### src/rtl/atm_session_ctrl.sv
// Purpose : ATM card-session controller (PIN check, withdraw/deposit/inquiry, timeout, eject/retain).
// Latency : pin_valid -> error 1 cycle; op_valid -> op_done/error 2 cycles; exit -> card_eject 2 cycles.
// Backpr. : none; inputs are accepted only in their own state and ignored elsewhere.
// Ports   : clk, rst (async active-low); card_in/acct_balance start a session; pin_valid/pin_ok
//           PIN entry; op_valid/op_code/amount operation request; balance/balance_we write-back;
//           op_done/error/err_code responses; card_eject/card_retain pulses; busy = not IDLE.
module atm_session_ctrl #(
  parameter int BALANCE_WIDTH  = 20,
  parameter int MAX_PIN_TRIES  = 3,
  parameter int MAX_OP_ERRORS  = 3,
  parameter int TIMEOUT_CYCLES = 1000,
  parameter int SESSION_LIMIT  = 5000
) (
  input  logic                     clk,
  input  logic                     rst,
  input  logic                     card_in,
  input  logic                     pin_valid,
  input  logic                     pin_ok,
  input  logic                     op_valid,
  input  logic [1:0]               op_code,
  input  logic [BALANCE_WIDTH-1:0] amount,
  input  logic [BALANCE_WIDTH-1:0] acct_balance,
  output logic [BALANCE_WIDTH-1:0] balance,
  output logic                     balance_we,
  output logic                     op_done,
  output logic                     error,
  output logic [2:0]               err_code,
  output logic                     card_eject,
  output logic                     card_retain,
  output logic                     busy
);

  localparam int BW = BALANCE_WIDTH;
  localparam int SW = BALANCE_WIDTH + 1;
  localparam int PW = $clog2(MAX_PIN_TRIES + 1);
  localparam int OW = $clog2(MAX_OP_ERRORS + 1);
  localparam int TW = $clog2(TIMEOUT_CYCLES + 1);

  localparam logic [PW-1:0] PIN_LAST = PW'(MAX_PIN_TRIES - 1);
  localparam logic [OW-1:0] OPE_LAST = OW'(MAX_OP_ERRORS - 1);
  localparam logic [TW-1:0] T_RELOAD = TW'(TIMEOUT_CYCLES);
  localparam logic [TW-1:0] T_ONE    = TW'(1);
  localparam logic [SW-1:0] LIMIT    = SW'(SESSION_LIMIT);

  localparam logic [2:0] S_IDLE  = 3'd0;
  localparam logic [2:0] S_PIN   = 3'd1;
  localparam logic [2:0] S_MENU  = 3'd2;
  localparam logic [2:0] S_EXEC  = 3'd3;
  localparam logic [2:0] S_EJECT = 3'd4;

  localparam logic [1:0] OP_WD   = 2'b00;
  localparam logic [1:0] OP_DEP  = 2'b01;
  localparam logic [1:0] OP_EXIT = 2'b11;

  localparam logic [2:0] E_PIN   = 3'b001;
  localparam logic [2:0] E_ZERO  = 3'b010;
  localparam logic [2:0] E_FUNDS = 3'b011;
  localparam logic [2:0] E_LIMIT = 3'b100;
  localparam logic [2:0] E_OVFL  = 3'b101;
  localparam logic [2:0] E_TOUT  = 3'b110;

  logic [2:0]    state;
  logic [BW-1:0] init_bal;   // balance sampled on card_in, decides write-back
  logic [1:0]    op_q;
  logic [BW-1:0] amt_q;
  logic [PW-1:0] pin_tries;
  logic [OW-1:0] op_errs;
  logic [SW-1:0] withdrawn;
  logic [TW-1:0] timer;

  // Operation evaluation for the single EXEC cycle.
  logic [SW-1:0] dep_sum;
  logic [SW-1:0] wd_sum;
  logic          ex_fail;
  logic [2:0]    ex_code;
  logic [BW-1:0] ex_bal;
  logic [SW-1:0] ex_wd;

  assign dep_sum = {1'b0, balance} + {1'b0, amt_q};
  assign wd_sum  = withdrawn + {1'b0, amt_q};

  always_comb begin
    ex_fail = 1'b0;
    ex_code = 3'b000;
    ex_bal  = balance;
    ex_wd   = withdrawn;
    case (op_q)
      OP_WD: begin
        if (amt_q == '0) begin
          ex_fail = 1'b1; ex_code = E_ZERO;
        end else if (amt_q > balance) begin
          ex_fail = 1'b1; ex_code = E_FUNDS;
        end else if (wd_sum > LIMIT) begin
          ex_fail = 1'b1; ex_code = E_LIMIT;
        end else begin
          ex_bal = balance - amt_q;
          ex_wd  = wd_sum;
        end
      end
      OP_DEP: begin
        if (amt_q == '0) begin
          ex_fail = 1'b1; ex_code = E_ZERO;
        end else if (dep_sum[BW]) begin
          ex_fail = 1'b1; ex_code = E_OVFL;
        end else begin
          ex_bal = dep_sum[BW-1:0];
        end
      end
      default: ;  // inquiry: nothing changes
    endcase
  end

  always_ff @(posedge clk or negedge rst) begin
    if (!rst) begin
      state       <= S_IDLE;
      init_bal    <= '0;
      op_q        <= '0;
      amt_q       <= '0;
      pin_tries   <= '0;
      op_errs     <= '0;
      withdrawn   <= '0;
      timer       <= '0;
      balance     <= '0;
      balance_we  <= 1'b0;
      op_done     <= 1'b0;
      error       <= 1'b0;
      err_code    <= 3'b000;
      card_eject  <= 1'b0;
      card_retain <= 1'b0;
      busy        <= 1'b0;
    end else begin
      balance_we  <= 1'b0;
      op_done     <= 1'b0;
      error       <= 1'b0;
      card_eject  <= 1'b0;
      card_retain <= 1'b0;
      case (state)
        S_IDLE: begin
          if (card_in) begin
            state     <= S_PIN;
            busy      <= 1'b1;
            balance   <= acct_balance;
            init_bal  <= acct_balance;
            pin_tries <= '0;
            op_errs   <= '0;
            withdrawn <= '0;
            timer     <= T_RELOAD;
          end
        end
        S_PIN: begin
          // Accepted input takes precedence over an expiring timer.
          if (pin_valid) begin
            timer <= T_RELOAD;
            if (pin_ok) begin
              state     <= S_MENU;
              pin_tries <= '0;
            end else begin
              error    <= 1'b1;
              err_code <= E_PIN;
              if (pin_tries == PIN_LAST) begin
                card_retain <= 1'b1;
                busy        <= 1'b0;
                state       <= S_IDLE;
                pin_tries   <= '0;
              end else begin
                pin_tries <= pin_tries + 1'b1;
              end
            end
          end else if (timer <= T_ONE) begin
            error    <= 1'b1;
            err_code <= E_TOUT;
            state    <= S_EJECT;
          end else begin
            timer <= timer - 1'b1;
          end
        end
        S_MENU: begin
          if (op_valid) begin
            timer <= T_RELOAD;
            op_q  <= op_code;
            amt_q <= amount;
            state <= (op_code == OP_EXIT) ? S_EJECT : S_EXEC;
          end else if (timer <= T_ONE) begin
            error    <= 1'b1;
            err_code <= E_TOUT;
            state    <= S_EJECT;
          end else begin
            timer <= timer - 1'b1;
          end
        end
        S_EXEC: begin
          balance   <= ex_bal;
          withdrawn <= ex_wd;
          timer     <= T_RELOAD;
          if (ex_fail) begin
            error    <= 1'b1;
            err_code <= ex_code;
            op_errs  <= op_errs + 1'b1;
            state    <= (op_errs == OPE_LAST) ? S_EJECT : S_MENU;
          end else begin
            op_done <= 1'b1;
            op_errs <= '0;
            state   <= S_MENU;
          end
        end
        S_EJECT: begin
          card_eject <= 1'b1;
          balance_we <= (balance != init_bal);
          busy       <= 1'b0;
          state      <= S_IDLE;
        end
        default: begin
          state <= S_IDLE;
          busy  <= 1'b0;
        end
      endcase
    end
  end

endmodule
### config.mk
export PLATFORM = sky130hd
export DESIGN_NAME = atm_session_ctrl
export DESIGN_NICKNAME = d
export VERILOG_FILES = /design/src/rtl/atm_session_ctrl.sv
export SDC_FILE = /design/constraint.sdc
export NUM_CORES = 1
export LEC_CHECK = 0
export BUFFER_PORTS_ARGS = -buffer_cell sky130_fd_sc_hd__buf_2
export CAP_MARGIN = 0
export CORE_MARGIN = 2
export CORE_UTILIZATION = 60
export CTS_BUF_LIST = sky130_fd_sc_hd__clkbuf_4 sky130_fd_sc_hd__clkbuf_8 sky130_fd_sc_hd__clkbuf_16
export CTS_CLUSTER_DIAMETER = 200
export DETAILED_ROUTE_END_ITERATION = 10
export GPL_TIMING_DRIVEN = 1
export HOLD_SLACK_MARGIN = 0.05
export PLACE_DENSITY_LB_ADDON = 0.3
export SLEW_MARGIN = 20
export SYNTH_ARGS = -nofsm -noshare
export SYNTH_HDL_FRONTEND = slang
export SYNTH_SLANG_ARGS = --single-unit
### constraint.sdc
create_clock -name clk -period 3.9 [get_ports clk]
set_input_delay 0.78 -clock clk [delete_from_list [all_inputs] [get_ports clk]]
set_output_delay 0.78 -clock clk [all_outputs]
set_load 0.01 [all_outputs]
==> flow_metrics.env, run 1 <==
export IMPL_core_um2=13300
export IMPL_required_ns=4.15
export IMPL_p_comb_share_pct=65.9
export IMPL_post_route_drc_count=0
export IMPL_die_h_um=121
export IMPL_power_frac_seq_pct=22.8
export IMPL_synthCells=956
export IMPL_num_rows=42
export IMPL_p_int_uw=4510
export IMPL_first_global_vias=7157
export IMPL_finalHoldViolCount=0
export IMPL_ys_seq_area_share_pct=33.2
export IMPL_post_route_util_pct=70.5
export IMPL_period_share_pct=97.0
export IMPL_die_x_um=121
export IMPL_io_pins=77
export IMPL_root_buffer="clkbuf_16"
export IMPL_final_common_cell="nand2_1"
export IMPL_finalMaxSlewViolations=0
export IMPL_hold_slack_ns=0.496
export IMPL_ir_drop_uv=642
export IMPL_async_flop_share_pct=100
export IMPL_synth_edf_count=0
export IMPL_critPathCaptureType="flop"
export IMPL_hold_depth=1
export IMPL_fin_nets=1160
export IMPL_die_area_um2=14600
export IMPL_slew_headroom_pct=22.0
export IMPL_avgViaCountPerCell=6.17
export IMPL_status="completed"
export IMPL_crit_type="reg2reg"
export IMPL_fin_tns_setup_ns=0
export IMPL_pwr_density_cell_nw_per_um2=937
export IMPL_p_sw_share_pct=48.7
export IMPL_hold_path_class="reg2reg"
export IMPL_place_inst=1206
export IMPL_antenna_left=0
export IMPL_first_iter_violations=727
export IMPL_p_total_uw=8790
export IMPL_synth_ff_type="dfrtp_1"
export IMPL_worst_setup_path_start_kind="flop"
export IMPL_grt_antenna_before_repair=0
export IMPL_skew_ns=0.0104
export IMPL_drv_cap=0
export IMPL_clk_pin_slew_ns=0.07
export IMPL_initial_core_util_pct=61.8
export IMPL_r2r_end="balance[3]"
export IMPL_reg2reg_depth=15
export IMPL_cts_sinks=109
export IMPL_fmax_mhz=264
export IMPL_p_leak_uw=0.00465
export IMPL_htree_levels=3
export IMPL_syn_to_final_growth_pct=14.1
export IMPL_io_buffers=76
export IMPL_p_sw_uw=4280
export IMPL_regToRegSetupSlack_ns=0.12
export IMPL_ys_ff_latch=109
export IMPL_period_minus_slack_ns=3.78
export IMPL_hpwl_um=17000
export IMPL_grt_pass1_wl_um=36800
export IMPL_cts_hold_buf=0
export IMPL_dr_pass1_iters=5
export IMPL_cts_path_max_buffers=2
export IMPL_grt_util_met2_pct=49.9
export IMPL_antennaDiodeCount=0
export IMPL_clk_latency_ns=0.37
export IMPL_grt_busiest_layer="met2"
export IMPL_drive_gt1_share_pct=17.6
export IMPL_routedWlPerCell_um=18.6
export IMPL_synth_cell_types=75
export IMPL_globalRouteTotalUtil_pct=32.3
export IMPL_synth_net_count=1070
export IMPL_worstMarginPinSlew_ns=1.16
export IMPL_num_fill_cells=1042
export IMPL_grt_max_degree=64
export IMPL_met3_usage_pct=7.10
export IMPL_via_count=7567
export IMPL_met1_usage_pct=45.2
export IMPL_stdcell_count=1227
export IMPL_clockPowerShare_pct=11.3
export IMPL_finalSetupViolCount=0
export IMPL_worstHoldEndpoint="timer[3]"
export IMPL_cp_max_fo=10
export IMPL_synth_warning_count=0
export IMPL_cts_tree="yes"
export IMPL_cp_arrival_ns=4.04
export IMPL_gp_congestion=0.948
export IMPL_overflow=0
export IMPL_cts_buffers=9
export IMPL_holdCritStartpoint="timer[3]"
export IMPL_syn_area_um2=8220
export IMPL_layout_common_cells="nand2_1 (149), dfrtp_1 (109), buf_2 (75)"
export IMPL_timing_rr_start="amt_q[0]"
export IMPL_drt_total_wl_um=22800
export IMPL_syn_area_per_cell_um2=8.60
power groups by stage:
| stage | clock [uW] | combinational [uW] | sequential, uW |
|---|---|---|---|
| 2_1_floorplan | 0 | 3930 | 1950 |
| 3_3_place_gp | 0 | 5450 | 1990 |
| 3_5_place_dp | 0 | 5540 | 2000 |
| 4_1_cts | 1000 | 5620 | 1980 |
| 5_1_grt | 1040 | 6350 | 2040 |
| 6_report | 995 | 5790 | 2000 |
routing by layer:
layer | share of wire [%] | vias to the layer above
li1 | - | 3587
met5 | 0 | -
met1 | 45 | 3625
met4 | 2.5 | 0
met2 | 45 | 307
met3 | 7.6 | 48
synth_stat cells (all sizes together) (2+ instances only):
master,n,area (um2)
o21ai,75,379
o31ai,8,83.8
o22ai,5,31.3
nand2,149,559
o21bai,7,52.6
clkbuf,35,131
and3,13,81.3
nor3,21,105
mux2,25,349
buf,6,42.5
nor2b,16,100
a21oi,57,289
mux2i,16,160
nor4,16,100
o2111ai,4,41.3
nor4b,3,32.5
nor3b,2,15.0
a2bb2oi,4,35.0
xnor2,28,245
a221oi,3,26.3
nand3,13,65.1
a211o,2,17.5
a211oi,22,185
xor2,24,210
fa,3,60.1
a31oi,12,75.1
a21o,17,128
a22oi,3,22.5
o31a,4,35.0
or2,7,46.3
nor2,60,225
o21a,9,67.6
a21boi,2,18.8
a22o,3,26.3
nand4,10,68.8
dfrtp,109,2730
and2,3,18.8
or3,5,31.3
inv,48,180
o211ai,7,57.6
nand2b,12,75.1
ha,63,788
a2111oi,5,43.8
o211a,2,20.0
nand3b,3,22.5
how the worst max path moves through the flow:
stage | start | endpoint | slack, ns | cells after the start
after floorplan | amt_q[0] | balance[12] | 0.72 | 14
after global placement | amt_q[0] | balance[5] | 0.06 | 13
after detailed placement | amt_q[0] | balance[8] | -0.08 | 13
after CTS | amt_q[0] | balance[10] | 0.01 | 14
after global routing | amt_q[0] | balance[7] | -0.01 | 15
final | amt_q[0] | balance[3] | 0.12 | 15
state kept, by name, indices dropped and copies added, names as in the netlist, 2 cells and up:
signal,count
balance,20
pin_tries,2
amt_q,20
state,3
timer,10
op_q,2
err_code,3
withdrawn,21
init_bal,20
op_errs,2
stage by stage:
| stage | area [um2] | setup slack [ns] |
|---|---|---|
| after floorplan | 8220 | 0.719 |
| after global placement | 8970 | 0.0564 |
| after detailed placement | 8970 | -0.0810 |
| after CTS | 9300 | 0.0128 |
| after global routing | 9380 | -0.0110 |
| final | 9380 | 0.116 |
final cells by class:
class | count | area, um2 | share of cell area [%]
clock inverter | 5 | 67.6 | 0.721
inverter | 48 | 180 | 1.92
clock buffer | 11 | 246 | 2.63
multi-input combinational | 759 | 5190 | 55.4
tap | 176 | 220 | 2.35
timing repair buffer | 119 | 743 | 7.93
sequential | 109 | 2730 | 29.1
critical path, stage by stage, from the launching register on:
cell,delay [ns]
dfrtp_1,0.43
ha_1,0.22
inv_1,0.06
fa_1,0.41
nor2b_2,0.18
o31ai_2,0.12
a211oi_2,0.33
buf_4,0.18
o2111ai_2,0.12
mux2i_1,0.16
nor4b_2,0.30
nand4_2,0.21
o21ai_4,0.33
a21oi_4,0.11
buf_12,0.22
mux2_4,0.29
cells by family (layout without fill, tap and decap cells):
kind of cell	count (synthesis)	count (layout)	share of synthesized area, %
simple gates	336	336	19.1
compound gates	263	264	21.3
flops	109	109	33.2
buf+inv	89	183	4.31
fa+ha+maj	66	66	10.3
xor+xnor	52	52	5.54
mux	41	41	6.20
timing repair:
item / CTS / global route
buffers inserted: 0 / 4
pin swaps: 0 / 6
cloned: 1 / 0
gates resized for setup: 1 / 2
setup endpoints to repair: 19 / 22
Note: power is estimated with default switching activity, not from simulation.
==> run 2, diff against run 1 <==
--- a/config.mk
+++ b/config.mk
@@ -8,7 +8,7 @@
 export BUFFER_PORTS_ARGS = -buffer_cell sky130_fd_sc_hd__buf_2
 export CAP_MARGIN = 0
 export CORE_MARGIN = 2
-export CORE_UTILIZATION = 60
+export CORE_UTILIZATION = 61
 export CTS_BUF_LIST = sky130_fd_sc_hd__clkbuf_4 sky130_fd_sc_hd__clkbuf_8 sky130_fd_sc_hd__clkbuf_16
 export CTS_CLUSTER_DIAMETER = 200
 export DETAILED_ROUTE_END_ITERATION = 10
==> flow_metrics.env, run 2 (synthesis results as in run 1) <==
export IMPL_fin_tns_setup_ns=0
export IMPL_first_global_vias=7337
export IMPL_dpl_worst_slack_ns=-0.0511
export IMPL_place_inst=1203
export IMPL_gp_congestion=0.977
export IMPL_grt_max_degree=61
export IMPL_drive_gt1_share_pct=17.8
export IMPL_period_share_pct=95.6
export IMPL_timing_rr_start="amt_q[0]"
export IMPL_post_route_util_pct=70.9
export IMPL_crit_type="reg2reg"
export IMPL_die_h_um=120
export IMPL_cts_buffers=9
export IMPL_cp_slowest_cell="dfrtp_2"
export IMPL_finalHoldViolCount=0
export IMPL_cts_sinks=109
export IMPL_path_cells="ha_1 -> inv_1 -> fa_1 -> nor2b_1 -> o31ai_2 -> a211oi_2 -> buf_4 -> o2111ai_2 -> mux2i_1 -> nor4b_2 -> nand4_2 -> o21ai_4 -> buf_12 -> a21oi_4 -> buf_4 -> mux2_4"
export IMPL_regArea_um2=2730
export IMPL_globalRouteTotalUtil_pct=32.6
export IMPL_first_iter_violations=727
export IMPL_grt_pass1_wl_um=36900
export IMPL_overflow=0
export IMPL_largest_reg_flops=21
export IMPL_syn_to_final_growth_pct=13.9
export IMPL_grt_antenna_before_repair=0
export IMPL_antenna_left=0
export IMPL_p_leak_uw=0.00463
export IMPL_crit_buf_inv=4
export IMPL_layout_common_cells="nand2_1 (149), dfrtp_1 (108), buf_2 (75)"
export IMPL_violations="capacitance limit"
export IMPL_layout_setup_ws_ns=0.173
export IMPL_worstMarginPinSlew_ns=1.47
export IMPL_drv_cap=1
export IMPL_slowest_delay_ns=0.42
export IMPL_fmax_mhz=268
export IMPL_required_ns=4.15
export IMPL_slew_headroom_pct=1.11
export IMPL_avgViaCountPerCell=6.22
export IMPL_clk_latency_ns=0.36
export IMPL_die_x_um=120
export IMPL_crit_path_frequent_cell="buf_4"
export IMPL_num_rows=42
export IMPL_hold_slack_ns=0.492
export IMPL_clk_pin_slew_ns=0.08
export IMPL_cts_path_max_buffers=2
export IMPL_cp_arrival_ns=3.98
export IMPL_status="finished, violations left"
export IMPL_hold_path_class="in2async"
export IMPL_worst_setup_path_start_kind="flop"
export IMPL_stdcell_count=1228
export IMPL_multi_input_area_um2=5190
export IMPL_cp_max_fo=5
export IMPL_cts_tree="yes"
export IMPL_ir_drop_uv=611
export IMPL_fin_nets=1161
export IMPL_finalSetupViolCount=0
export IMPL_path_delay_family="compound AO/OA/AOI/OAI gates"
export IMPL_skew_ns=0.00863
export IMPL_num_fill_cells=1039
export IMPL_drt_total_wl_um=23000
export IMPL_cp_startpoint="amt_q[0]"
export IMPL_final_common_cell="nand2_1"
export IMPL_core_um2=13200
export IMPL_period_minus_slack_ns=3.73
export IMPL_top_register="withdrawn"
export IMPL_hpwl_um=16900
export IMPL_cts_hold_buf=0
export IMPL_regToRegSetupSlack_ns=0.17
export IMPL_dr_pass1_iters=5
export IMPL_htree_levels=3
export IMPL_initial_core_util_pct=62.3
export IMPL_die_area_um2=14400
export IMPL_post_route_drc_count=0
export IMPL_root_buffer="clkbuf_16"
export IMPL_critPathCaptureType="flop"
export IMPL_io_buffers=76
export IMPL_io_pins=77
export IMPL_antennaDiodeCount=0
export IMPL_routedWlPerCell_um=18.7
export IMPL_pwr_density_cell_nw_per_um2=937
export IMPL_via_count=7639
export IMPL_finalMaxSlewViolations=0
-- run 2: worst paths after layout --
check                               to  depth (start not counted)
max                        balance[14]                         16
min                        init_bal[0]                          1
max reg2reg                balance[14]                         16
min reg2reg                   timer[3]                          1
max in group asynchronous     amt_q[0]                          2
min in group clk              timer[3]                          1
-- run 2: metal layers --
metal  global-route usage [%]  vias to the layer above  share of wire, %
li1                         -                     3599                 -
met4                     11.3                        0               2.8
met5                        0                        -                 0
met3                     6.23                       51               7.2
met2                     51.5                      333                45
met1                     45.1                     3656                45
-- run 2: timing repair --
item	in CTS	in global routing
endpoints found under the setup margin	18	24
cloned	1	1
resized for setup	1	3
buffers inserted	0	7
pin swaps	1	7
-- run 2: stage by stage --
stage	power [uW]	area [um2]
after CTS	8500	9260
after global routing	9420	9360
after floorplan	5880	8220
after detailed placement	7500	8950
final	8770	9360
after global placement	7400	8950
-- run 2: area by class of cell --
type,count,area share (%)
clock buffers,9,2.41
clock inverters,7,0.709
inverters,48,1.93
multi-input cells,760,55.5
flip-flops and latches,109,29.2
well taps,176,2.35
repair buffers,119,7.94
-- run 2: where the power goes --
group	internal, uW	switching, uW
logic	2470	3380
clock network	449	475
registers	1530	470
==> run 3, diff against run 2 <==
--- a/config.mk
+++ b/config.mk
@@ -12,7 +12,7 @@
 export CTS_BUF_LIST = sky130_fd_sc_hd__clkbuf_4 sky130_fd_sc_hd__clkbuf_8 sky130_fd_sc_hd__clkbuf_16
 export CTS_CLUSTER_DIAMETER = 200
 export DETAILED_ROUTE_END_ITERATION = 10
-export GPL_TIMING_DRIVEN = 1
+export GPL_TIMING_DRIVEN = 0
 export HOLD_SLACK_MARGIN = 0.05
 export PLACE_DENSITY_LB_ADDON = 0.3
 export SLEW_MARGIN = 20
==> flow_metrics.env, run 3 (synthesis results as in run 1) <==
export IMPL_die_h_um=120
export IMPL_via_count=7586
export IMPL_fin_nets=1160
export IMPL_finalSetupViolCount=0
export IMPL_worst_setup_path_start_kind="flop"
export IMPL_grt_max_degree=63
export IMPL_setup_worst_path_end="balance[13]"
export IMPL_die_area_um2=14400
export IMPL_worstMarginPinSlew_ns=0.997
export IMPL_cts_buffers=9
export IMPL_period_share_pct=96.7
export IMPL_rsz0062_at_grt="false"
export IMPL_crit_buf_inv=2
export IMPL_finalHoldViolCount=0
export IMPL_hpwl_um=17200
export IMPL_num_rows=42
export IMPL_crit_path_frequent_cell="a211oi_1"
export IMPL_grt_antenna_before_repair=0
export IMPL_antenna_left=0
export IMPL_dr_pass1_iters=6
export IMPL_gp_congestion=0.971
export IMPL_cp_arrival_ns=4.02
export IMPL_drt_total_wl_um=22900
export IMPL_path_cells="inv_1 -> fa_1 -> o21bai_1 -> a211oi_1 -> o2111ai_1 -> nand4_1 -> a31oi_1 -> a211oi_1 -> nand2_1 -> o21ai_4 -> a21oi_2 -> buf_6 -> mux2_4"
export IMPL_critPathCaptureType="flop"
export IMPL_die_x_um=120
export IMPL_io_buffers=76
export IMPL_hold_path_class="in2async"
export IMPL_cts_hold_buf=0
export IMPL_layout_common_cells="nand2_1 (149), dfrtp_1 (107), buf_2 (79)"
export IMPL_crit_type="reg2reg"
export IMPL_syn_to_final_growth_pct=12.2
export IMPL_drv_cap=0
export IMPL_path_delay_family="compound AO/OA/AOI/OAI gates"
export IMPL_cp_slowest_cell="dfrtp_2"
export IMPL_status="completed"
export IMPL_globalRouteTotalUtil_pct=32.7
export IMPL_cp_depth=13
export IMPL_period_minus_slack_ns=3.77
export IMPL_regToRegSetupSlack_ns=0.13
export IMPL_reg2reg_depth=13
export IMPL_final_common_cell="nand2_1"
export IMPL_first_iter_violations=723
export IMPL_clk_latency_ns=0.37
export IMPL_initial_core_util_pct=62.3
export IMPL_required_ns=4.15
export IMPL_cp_max_fo=10
export IMPL_hold_slack_ns=0.337
export IMPL_fmax_mhz=265
export IMPL_r2r_end="balance[13]"
export IMPL_cts_sinks=109
export IMPL_p_leak_uw=0.00451
export IMPL_clk_pin_slew_ns=0.08
export IMPL_antennaDiodeCount=0
export IMPL_fin_tns_setup_ns=0
export IMPL_io_pins=77
export IMPL_first_global_vias=7248
export IMPL_core_um2=13200
export IMPL_cp_startpoint="amt_q[1]"
export IMPL_root_buffer="clkbuf_16"
export IMPL_post_route_drc_count=0
export IMPL_avgViaCountPerCell=6.19
export IMPL_largest_reg_flops=21
export IMPL_ir_drop_uv=704
export IMPL_drive_gt1_share_pct=14.4
export IMPL_top_register="withdrawn"
export IMPL_pwr_density_cell_nw_per_um2=930
export IMPL_timing_rr_start="amt_q[1]"
export IMPL_finalMaxSlewViolations=0
export IMPL_slowest_delay_ns=0.47
export IMPL_htree_levels=3
export IMPL_skew_ns=0.0163
export IMPL_slew_headroom_pct=33.4
export IMPL_routedWlPerCell_um=18.6
export IMPL_p_total_uw=8580
export IMPL_cts_tree="yes"
export IMPL_cts_path_max_buffers=2
export IMPL_grt_pass1_wl_um=37000
export IMPL_overflow=0
run 3: routing by layer:
metal  routed length, um  share of wire (%)  vias to the layer above  track usage (%)
li1                    -                  -                     3596                -
met1               10400                 45                     3613             46.5
met2               10200                 45                      319             50.7
met3                1420                6.2                       58             4.56
met4                 836                3.7                        0             12.5
met5                   0                  0                        -                0
run 3: report_power, final:
part	internal [uW]	switching [uW]	total (uW)
logic	2210	3250	5460
clock network	574	461	1030
registers	1530	547	2080
total	4310	4260	8580
run 3: worst register-to-register path, cell delays in order, from the launching register on:
cell	delay, ns
dfrtp_2	0.47
inv_1	0.18
fa_1	0.47
o21bai_1	0.19
a211oi_1	0.13
o2111ai_1	0.33
nand4_1	0.22
a31oi_1	0.42
a211oi_1	0.19
nand2_1	0.17
o21ai_4	0.09
a21oi_2	0.23
buf_6	0.24
mux2_4	0.33
run 3: worst min-delay path by stage:
stage,from,to,slack [ns],cells after the start
global route,rst,init_bal[0],0.37,1
global placement,timer[3],timer[3],0.47,1
finish,rst,init_bal[0],0.34,1
floorplan,timer[3],timer[3],0.45,1
CTS,rst,init_bal[0],0.35,1
detailed placement,timer[5],timer[5],0.47,1
run 3: what timing repair did:
action | CTS | global route
pin swaps | 1 | 1
buffers inserted | 1 | 1
setup endpoints to repair | 1 | 46
resized for setup | 0 | 5
run 3: per-stage QoR:
step	setup WS [ns]	std cells	area, um2	utilization (%)
after global routing	0.0118	1226	9220	69.9
after detailed placement	0.0296	1209	8860	67.2
after CTS	0.0106	1225	9200	69.7
final	0.130	1226	9220	69.9
after global placement	0.0302	1208	8820	66.9
after floorplan	0.719	956	8220	-
run 3: final cells by class:
cell class	count	area (um2)
Fill cell	1063	3970
Sequential cell	109	2730
Tap cell	176	220
Multi-Input combinational cell	758	5160
Inverter	48	180
Clock inverter	6	105
Buffer	41	174
Timing Repair Buffer	79	429
Clock buffer	9	225
